## src/rtl/irq_controller_pkg.sv

```systemverilog
// irq_controller_pkg: register offsets and STATUS layout shared by the interrupt controller.
package irq_controller_pkg;
    typedef enum logic [1:0] {
        REG_ENABLE  = 2'd0,
        REG_PENDING = 2'd1,
        REG_TRIGGER = 2'd2,
        REG_STATUS  = 2'd3
    } reg_sel_e;
    localparam int STATUS_IFLAG_BIT = 7;
    localparam int STATUS_VECT_LSB = 0;
    function automatic logic [7:0] status_byte(input logic flag, input logic [6:0] vect);
        return (8'(vect) << STATUS_VECT_LSB) | (8'(flag) << STATUS_IFLAG_BIT);
    endfunction
endpackage

```

## src/rtl/irq_controller_if.sv

```systemverilog
// irq_controller_if: CPU-side I/O register bus plus interrupt request/acknowledge signals.
interface irq_controller_if #(parameter int VEC_W = 3) ();
    logic             io_re;
    logic             io_we;
    logic [1:0]       io_a;
    logic [7:0]       io_do;
    logic [7:0]       io_di;
    logic             iflag;
    logic [VEC_W-1:0] ivect;
    logic             ack_valid;
    logic [VEC_W-1:0] ack_vect;
    modport master (output io_re, io_we, io_a, io_do, ack_valid, ack_vect,
                    input  io_di, iflag, ivect);
    modport slave  (input  io_re, io_we, io_a, io_do, ack_valid, ack_vect,
                    output io_di, iflag, ivect);
endinterface

```

## src/rtl/irq_controller_prio_sel.sv

```systemverilog
// irq_prio_sel: fixed-priority selector, lowest set request index wins.
module irq_prio_sel #(
    parameter int N_IRQ = 8,
    parameter int VEC_W = 3
) (
    input  logic [N_IRQ-1:0] req,
    output logic             any,
    output logic [VEC_W-1:0] index
);
    always_comb begin
        any = |req;
        index = '0;
        for (int i = N_IRQ - 1; i >= 0; i--)
            if (req[i]) index = VEC_W'(i);
    end
endmodule

```

## src/rtl/irq_controller.sv

```systemverilog
// irq_controller: maskable interrupt controller with level channels and registered iflag/ivect.
// Optional edge-triggered channels and TRIGGER register when IRQ_CTRL_EDGE_EN is defined.
module irq_controller
    import irq_controller_pkg::*;
#(
    parameter int N_IRQ = 8,
    parameter int VEC_W = 3
) (
    input  logic             clk,
    input  logic             rst,
    input  logic [N_IRQ-1:0] irq_in,
    irq_controller_if.slave  bus
);
    logic [N_IRQ-1:0] enable_q, enable_d, pending_q, pending_d, trigger_q;
    logic             iflag_q, iflag_d, any;
    logic [VEC_W-1:0] ivect_q, ivect_d, index;
    logic [7:0]       rd_val;
    irq_prio_sel #(.N_IRQ(N_IRQ), .VEC_W(VEC_W)) u_prio (
        .req   (pending_q & enable_q),
        .any   (any),
        .index (index)
    );
`ifdef IRQ_CTRL_EDGE_EN
    logic [N_IRQ-1:0] trigger_d, prev_q, prev_d, clr;
    // A new edge wins over a same-cycle W1C or acknowledge.
    always_comb begin
        trigger_d = (bus.io_we && bus.io_a == REG_TRIGGER) ? bus.io_do[N_IRQ-1:0] : trigger_q;
        prev_d = irq_in;
        clr = (bus.io_we && bus.io_a == REG_PENDING) ? bus.io_do[N_IRQ-1:0] : '0;
        for (int i = 0; i < N_IRQ; i++)
            clr[i] = clr[i] | (bus.ack_valid && bus.ack_vect == VEC_W'(i));
        pending_d = (trigger_q & ((pending_q & ~clr) | (irq_in & ~prev_q))) | (~trigger_q & irq_in);
    end
    always_ff @(posedge clk) begin
        if (rst) begin
            trigger_q <= '0;
            prev_q <= '0;
        end else begin
            trigger_q <= trigger_d;
            prev_q <= prev_d;
        end
    end
`else
    logic unused_ack;
    assign unused_ack = ^{bus.ack_valid, bus.ack_vect};
    assign trigger_q = '0;
    assign pending_d = irq_in;
`endif
    always_comb begin
        enable_d = (bus.io_we && bus.io_a == REG_ENABLE) ? bus.io_do[N_IRQ-1:0] : enable_q;
        iflag_d = any;
        ivect_d = index;
        rd_val = bus.io_a == REG_ENABLE  ? 8'(enable_q)  :
                 bus.io_a == REG_PENDING ? 8'(pending_q) :
                 bus.io_a == REG_TRIGGER ? 8'(trigger_q) :
                 status_byte(iflag_q, 7'(ivect_q));
    end
    always_ff @(posedge clk) begin
        if (rst) begin
            enable_q <= '0;
            pending_q <= '0;
            iflag_q <= 1'b0;
            ivect_q <= '0;
        end else begin
            enable_q <= enable_d;
            pending_q <= pending_d;
            iflag_q <= iflag_d;
            ivect_q <= ivect_d;
        end
    end
    assign bus.io_di = bus.io_re ? rd_val : 8'h00;
    assign bus.iflag = iflag_q;
    assign bus.ivect = ivect_q;
endmodule

```

## src/flat_wrapper.sv

```systemverilog
// flat-port wrapper written by rule: the top's interface ports become plain ports
module irq_controller_flat import irq_controller_pkg::*;
#(
    parameter int N_IRQ = 8,
    parameter int VEC_W = 3
)
  (clk, rst, irq_in, bus_io_re, bus_io_we, bus_io_a, bus_io_do, bus_ack_valid, bus_ack_vect, bus_io_di, bus_iflag, bus_ivect);
  irq_controller_if #(.VEC_W(VEC_W)) bus_i ();
  input  logic clk;
  input  logic rst;
  input  logic [N_IRQ-1:0] irq_in;
  input wire logic [$bits(bus_i.io_re)-1:0] bus_io_re;
  input wire logic [$bits(bus_i.io_we)-1:0] bus_io_we;
  input wire logic [$bits(bus_i.io_a)-1:0] bus_io_a;
  input wire logic [$bits(bus_i.io_do)-1:0] bus_io_do;
  input wire logic [$bits(bus_i.ack_valid)-1:0] bus_ack_valid;
  input wire logic [$bits(bus_i.ack_vect)-1:0] bus_ack_vect;
  output wire logic [$bits(bus_i.io_di)-1:0] bus_io_di;
  output wire logic [$bits(bus_i.iflag)-1:0] bus_iflag;
  output wire logic [$bits(bus_i.ivect)-1:0] bus_ivect;
  assign bus_i.io_re = bus_io_re;
  assign bus_i.io_we = bus_io_we;
  assign bus_i.io_a = bus_io_a;
  assign bus_i.io_do = bus_io_do;
  assign bus_i.ack_valid = bus_ack_valid;
  assign bus_i.ack_vect = bus_ack_vect;
  assign bus_io_di = bus_i.io_di;
  assign bus_iflag = bus_i.iflag;
  assign bus_ivect = bus_i.ivect;
  irq_controller #(.N_IRQ(N_IRQ), .VEC_W(VEC_W)) u_core (.clk(clk), .rst(rst), .irq_in(irq_in), .bus(bus_i));
endmodule
```

## config.mk

```make
export PLATFORM = sky130hd
export DESIGN_NAME = irq_controller_flat
export DESIGN_NICKNAME = d
export VERILOG_FILES = /design/src/rtl/irq_controller_pkg.sv /design/src/rtl/irq_controller_if.sv /design/src/rtl/irq_controller_prio_sel.sv /design/src/rtl/irq_controller.sv /design/src/flat_wrapper.sv
export SDC_FILE = /design/constraint.sdc
export NUM_CORES = 1
export LEC_CHECK = 0
export ABC_CLOCK_PERIOD_IN_PS = 2300
export CAP_MARGIN = 20
export CORE_UTILIZATION = 44
export DETAILED_ROUTE_END_ITERATION = 16
export HOLD_SLACK_MARGIN = 0.1
export MAX_ROUTING_LAYER = met4
export PLACE_DENSITY = 0.87
export SYNTH_ARGS = -nofsm -noshare
export SYNTH_HDL_FRONTEND = slang
export SYNTH_SLANG_ARGS = --single-unit
```

## constraint.sdc

```tcl
create_clock -name clk -period 2.3 [get_ports clk]
set_input_delay 0.575 -clock clk [delete_from_list [all_inputs] [get_ports clk]]
set_output_delay 0.575 -clock clk [all_outputs]
set_load 0.03 [all_outputs]
```

After elaboration in Yosys (flattened, before gate mapping)
Index checks and enable logic that the tools add are counted.
{"block": "word_totals", "wordCells": 27, "output_inout_bits": 12, "regBits": 20}
{"block": "op_classes", "bitwise": 2, "mux": 11, "reduce_logical": 6, "eq_ne": 2}
{"cell": "$mux W8", "n": 4}
{"cell": "$mux W3", "n": 4}
{"cell": "$and A8 B8 Y8", "n": 1}
{"cell": "$or A3 B8 Y8", "n": 1}
{"cell": "$reduce_or A8 Y1", "n": 1}
{"cell": "$reduce_or A5 Y1", "n": 1}
{"cell": "$mux W2", "n": 2}
{"cell": "$reduce_or A3 Y1", "n": 1}
{"cell": "$eq A2 B1 Y1 const B", "n": 1}
{"cell": "$eq A2 B2 Y1 const B", "n": 1}
{"cell": "$logic_not A2 Y1", "n": 1}
{"cell": "$reduce_or A2 Y1", "n": 1}
{"cell": "$logic_and A1 B1 Y1", "n": 1}
{"cell": "$mux W1", "n": 1}

Depth between registers and ports, before layout
{"block": "logic_depth", "ltp_word": 8, "ltp_mapped": 5, "ltp_nobuf": 4}

Hierarchy
A second synthesis with hierarchy kept.
{"block": "hier_totals", "hier_cells": 105, "hier_area_um2": 1027.2}
{"module": "irq_controller", "area_per_inst_um2": 945.9, "n_inst": 1, "cells_per_inst": 92}
{"module": "irq_prio_sel", "area_per_inst_um2": 81.3, "n_inst": 1, "cells_per_inst": 13}

Worst setup path before layout
No wires, ideal clock.
{"block": "synth_timing", "path_type": "in2out", "start": "input bus_io_a[1]", "end": "output bus_io_di[3]", "cell_stages": 3, "n_path_buf": 1, "t_arrival_ns": 1.295, "setup_slack_ns": 0.430, "path_cell_list": "buf_6 -> nand2b_1 -> nor2_1"}
{"block": "synth_between", "elab_chain_len": 5, "elab_cells_between_ends": 7, "cone_classes": "eq/ne: 2; mux: 4; reduce/logical: 1"}
{"element": "from (decl)", "line": "flat_wrapper.sv:14", "text": "input wire logic [$bits(bus_i.io_a)-1:0] bus_io_a;"}
{"element": "$eq A2 B2 Y1", "line": "irq_controller.sv:55", "text": "bus.io_a == REG_TRIGGER ? 8'(trigger_q) :"}
{"element": "$mux W8", "line": "irq_controller.sv:55"}
{"element": "$mux W8", "line": "irq_controller.sv:54", "text": "bus.io_a == REG_PENDING ? 8'(pending_q) :"}
{"element": "$mux W8 *", "line": "irq_controller.sv:53", "text": "rd_val = bus.io_a == REG_ENABLE ? 8'(enable_q) :"}
{"element": "$mux W8 *", "line": "irq_controller.sv:71", "text": "assign bus.io_di = bus.io_re ? rd_val : 8'h00;"}
{"element": "to (decl)", "line": "flat_wrapper.sv:18", "text": "output wire logic [$bits(bus_i.io_di)-1:0] bus_io_di;"}
Mark *: on every way between the ends. The rest lies on a longest branch, timed or not.

Worst setup path in the final report
{"block": "layout_timing", "start": "input bus_io_a[0]", "end": "output bus_io_di[2]"}
Same word-level chain as after synthesis.

==> results.py <==
metrics = {
    "run_status": {
        "status": "completed",
    },
    "placed_design": {
        "post-place-cells": 154,
        "gp_congestion": 0.731,
        "io_buffers": 33,
        "post_dp_cell_area_mm2": 0.00123,
        "hpwlAfterDp_um": 1440,
    },
    "synthesis": {
        "synth_commonest_cells": "dfxtp_1, mux2i_1, nor2_1, nand2_1, nor2b_1",
        "synth.avg_cell_area_um2": 9.36,
        "synthArstFlopShare_pct": 0,
        "yosys-top-cells-area": "dfxtp_1, mux2i_1, nor2b_1, nor2_1, nand2_1",
        "yosys_warnings": 0,
        "synth_edf_count": 0,
        "syn_inst": 95,
        "synth_top_area_share_pct": 45.0,
        "synth.most_common_cell": "dfxtp_1",
        "syn_nets": 121,
        "yosys.area.top_type": "dfxtp_1",
        "syn-cell-area_um2": 890,
        "synth-seq-cells": 20,
        "yosysUniqueCellTypes": 18,
        "ys.flop_type": "dfxtp_1",
        "seq_area_frac_synth_pct": 45.0,
    },
    "sta": {
        "final.min_clock_period_ps": 2140,
        "max_freq_ghz": 0.466,
        "post-route-period-util_pct": 93.2,
        "slew_headroom_pct": 78.8,
        "skew_ps": 1.09,
        "slew_violations": 0,
        "rsz0062_at_grt": "no",
        "tightest_slew_ps": 317,
        "setup_viol": 0,
        "final_hold_viol_count": 0,
    },
    "detailed_routing": {
        "drt_iter0_drc": 21,
        "wl_per_cell_um": 12.0,
        "drc_errors": 0,
        "drt-total-wl_um": 1900,
        "first_pass_iters": 4,
        "vias_per_cell": 5.14,
        "vias": 812,
        "ant_nets": 0,
    },
    "global_route": {
        "grt_antenna_before_repair": 0,
        "gr-total-overflow": 0,
        "first_global_vias": 691,
        "grt_max_degree": 18,
        "grt_pass1_wl_um": 2880,
        "grt_use_total_pct": 20.2,
    },
    "clock_network": {
        "cts_max_level": 1,
        "cts_root_buffer": "clkbuf_4",
        "cts_tree": "built",
        "clk_latency_ps": 300,
        "cts_made_buffers": 3,
        "clk_path_buf_depth": 2,
        "clkTransAtPathRegs_ps": 100,
        "post_cts_buffers": 0,
        "clock-sinks": 20,
        "cts_hold_buffers": 0,
    },
    "flow_run": {
        "drv_cap": 0,
    },
    "power": {
        "peakVddDrop_mv": 0.367,
        "power_uw": 682,
        "p_per_area_mw_per_mm2": 536,
        "p_leak_nw": 0.509,
    },
    "layout": {
        "drive_gt1_share_pct": 13.5,
        "fin_area_mm2": 0.00127,
        "diodes": 0,
        "stdcell_count": 158,
        "nets": 160,
        "syn2layout_area_growth_pct": 43.0,
        "n_fill_cell": 151,
        "final_util_pct": 70.6,
    },
    "floorplan": {
        "io_pins": 38,
        "std_cell_rows": 15,
        "dieHeight_um": 47.0,
        "core_area_mm2": 0.00180,
        "initial_core_util_pct": 49.4,
        "die_x_um": 47.0,
        "dieArea_mm2": 0.00221,
    },
    "worst_setup_path": {
        "r2r_setup_slack_ps": 1170,
        "crit_path_top_delay_cell": "dlygate4sd2_1",
        "slowest_delay_ps": 250,
        "critPathCaptureType": "output pin",
        "path_class": "input pin to output pin",
        "worstSetupStartpointType": "input pin",
        "cp_num_buf_inv": 3,
        "path_cells": "dlygate4sd2_1 -> buf_6 -> mux2i_1 -> o21ai_0 -> and2_1 -> buf_4",
        "critPathRequiredTime_ps": 1730,
        "crit_fanout": 4,
        "cp_top_family": "buffers and inverters",
        "crit_arrival_ps": 1570,
    },
    "worst_hold_path": {
        "holdCritPathClass": "flip-flop to flip-flop",
    },
}
==> final timing paths <==
path | start | endpoint | cells after the start
hold reg to reg | u_core.pending_q[1] | u_core.bus.ivect[0] | 2
setup reg to reg | u_core.enable_q[6] | u_core.bus.ivect[0] | 4
hold / removal | u_core.pending_q[1] | u_core.bus.ivect[0] | 2
setup / recovery | bus_io_a[0] | bus_io_di[2] | 6
==> cell families (layout without fill, tap and decap cells) <==
| logic type | after synthesis | in the layout | synth area share (%) |
|---|---|---|---|
| flops | 20 | 20 | 45.0 |
| simple gates | 44 | 44 | 25.0 |
| mux | 16 | 16 | 18.0 |
| buf+inv | 4 | 42 | 4.22 |
| compound gates | 11 | 11 | 7.73 |
==> flip-flops by register name (all words and copies together), names as in the netlist <==
register          cells
u_core.pending_q      8
u_core.bus.iflag      1
u_core.enable_q       8
u_core.bus.ivect      3
==> per-layer routing <==
metal | up-vias | track usage (%) | routed length, um
met5 | - | - | 0
met4 | 0 | 10.3 | 47
met3 | 9 | 5.77 | 113
met2 | 43 | 33.1 | 887
met1 | 356 | 22.3 | 847
li1 | 404 | - | -
==> power by group <==
group          leakage (nW)  internal [mW]  switching (mW)
sequential            0.164          0.361          0.0115
clock                0.0210         0.0966           0.104
combinational         0.323         0.0643          0.0455
total                 0.509          0.522           0.160
==> tightest hold or removal path, cell delays in order, from the launching register on <==
cell     delay, ps
dfxtp_1        340
nand3_1         70
o21ai_0         70
==> area by class of cell <==
cell class	instances	area, um^2	area share [%]
tap	25	31.3	2.46
multi-input combinational	71	452	35.5
sequential	20	400	31.5
clock buffer	4	36.3	2.85
timing repair buffer	38	353	27.7
==> stage by stage <==
stage | setup WS (ps) | TNS (ps) | hold WS, ps
after floorplan | 430 | 0 | 474
after global placement | -92.8 | -267 | 502
after detailed placement | -81.3 | -259 | 506
after CTS | 160 | 0 | 519
after global routing | 71.0 | 0 | 529
final | 156 | 0 | 517
==> cell usage in the layout, fill, tap and decap left out, drive strengths merged <==
master / count
nand2b: 1
a32o: 1
a22oi: 2
clkdlybuf4s50: 23
o21ai: 5
dfxtp: 20
a41oi: 1
and2: 4
nand2: 10
dlygate4sd2: 2
mux2i: 16
clkbuf: 4
nor2b: 8
a21oi: 2
nor3b: 2
and4: 1
nor2: 12
nand3: 6
buf: 13
==> repair_timing <==
item / in CTS / in global routing
setup endpoints to repair: 6 / 0
gates resized for setup: 4 / 0
endpoints found under the hold margin: 0 / 0
(Power assumes the default switching activity.)
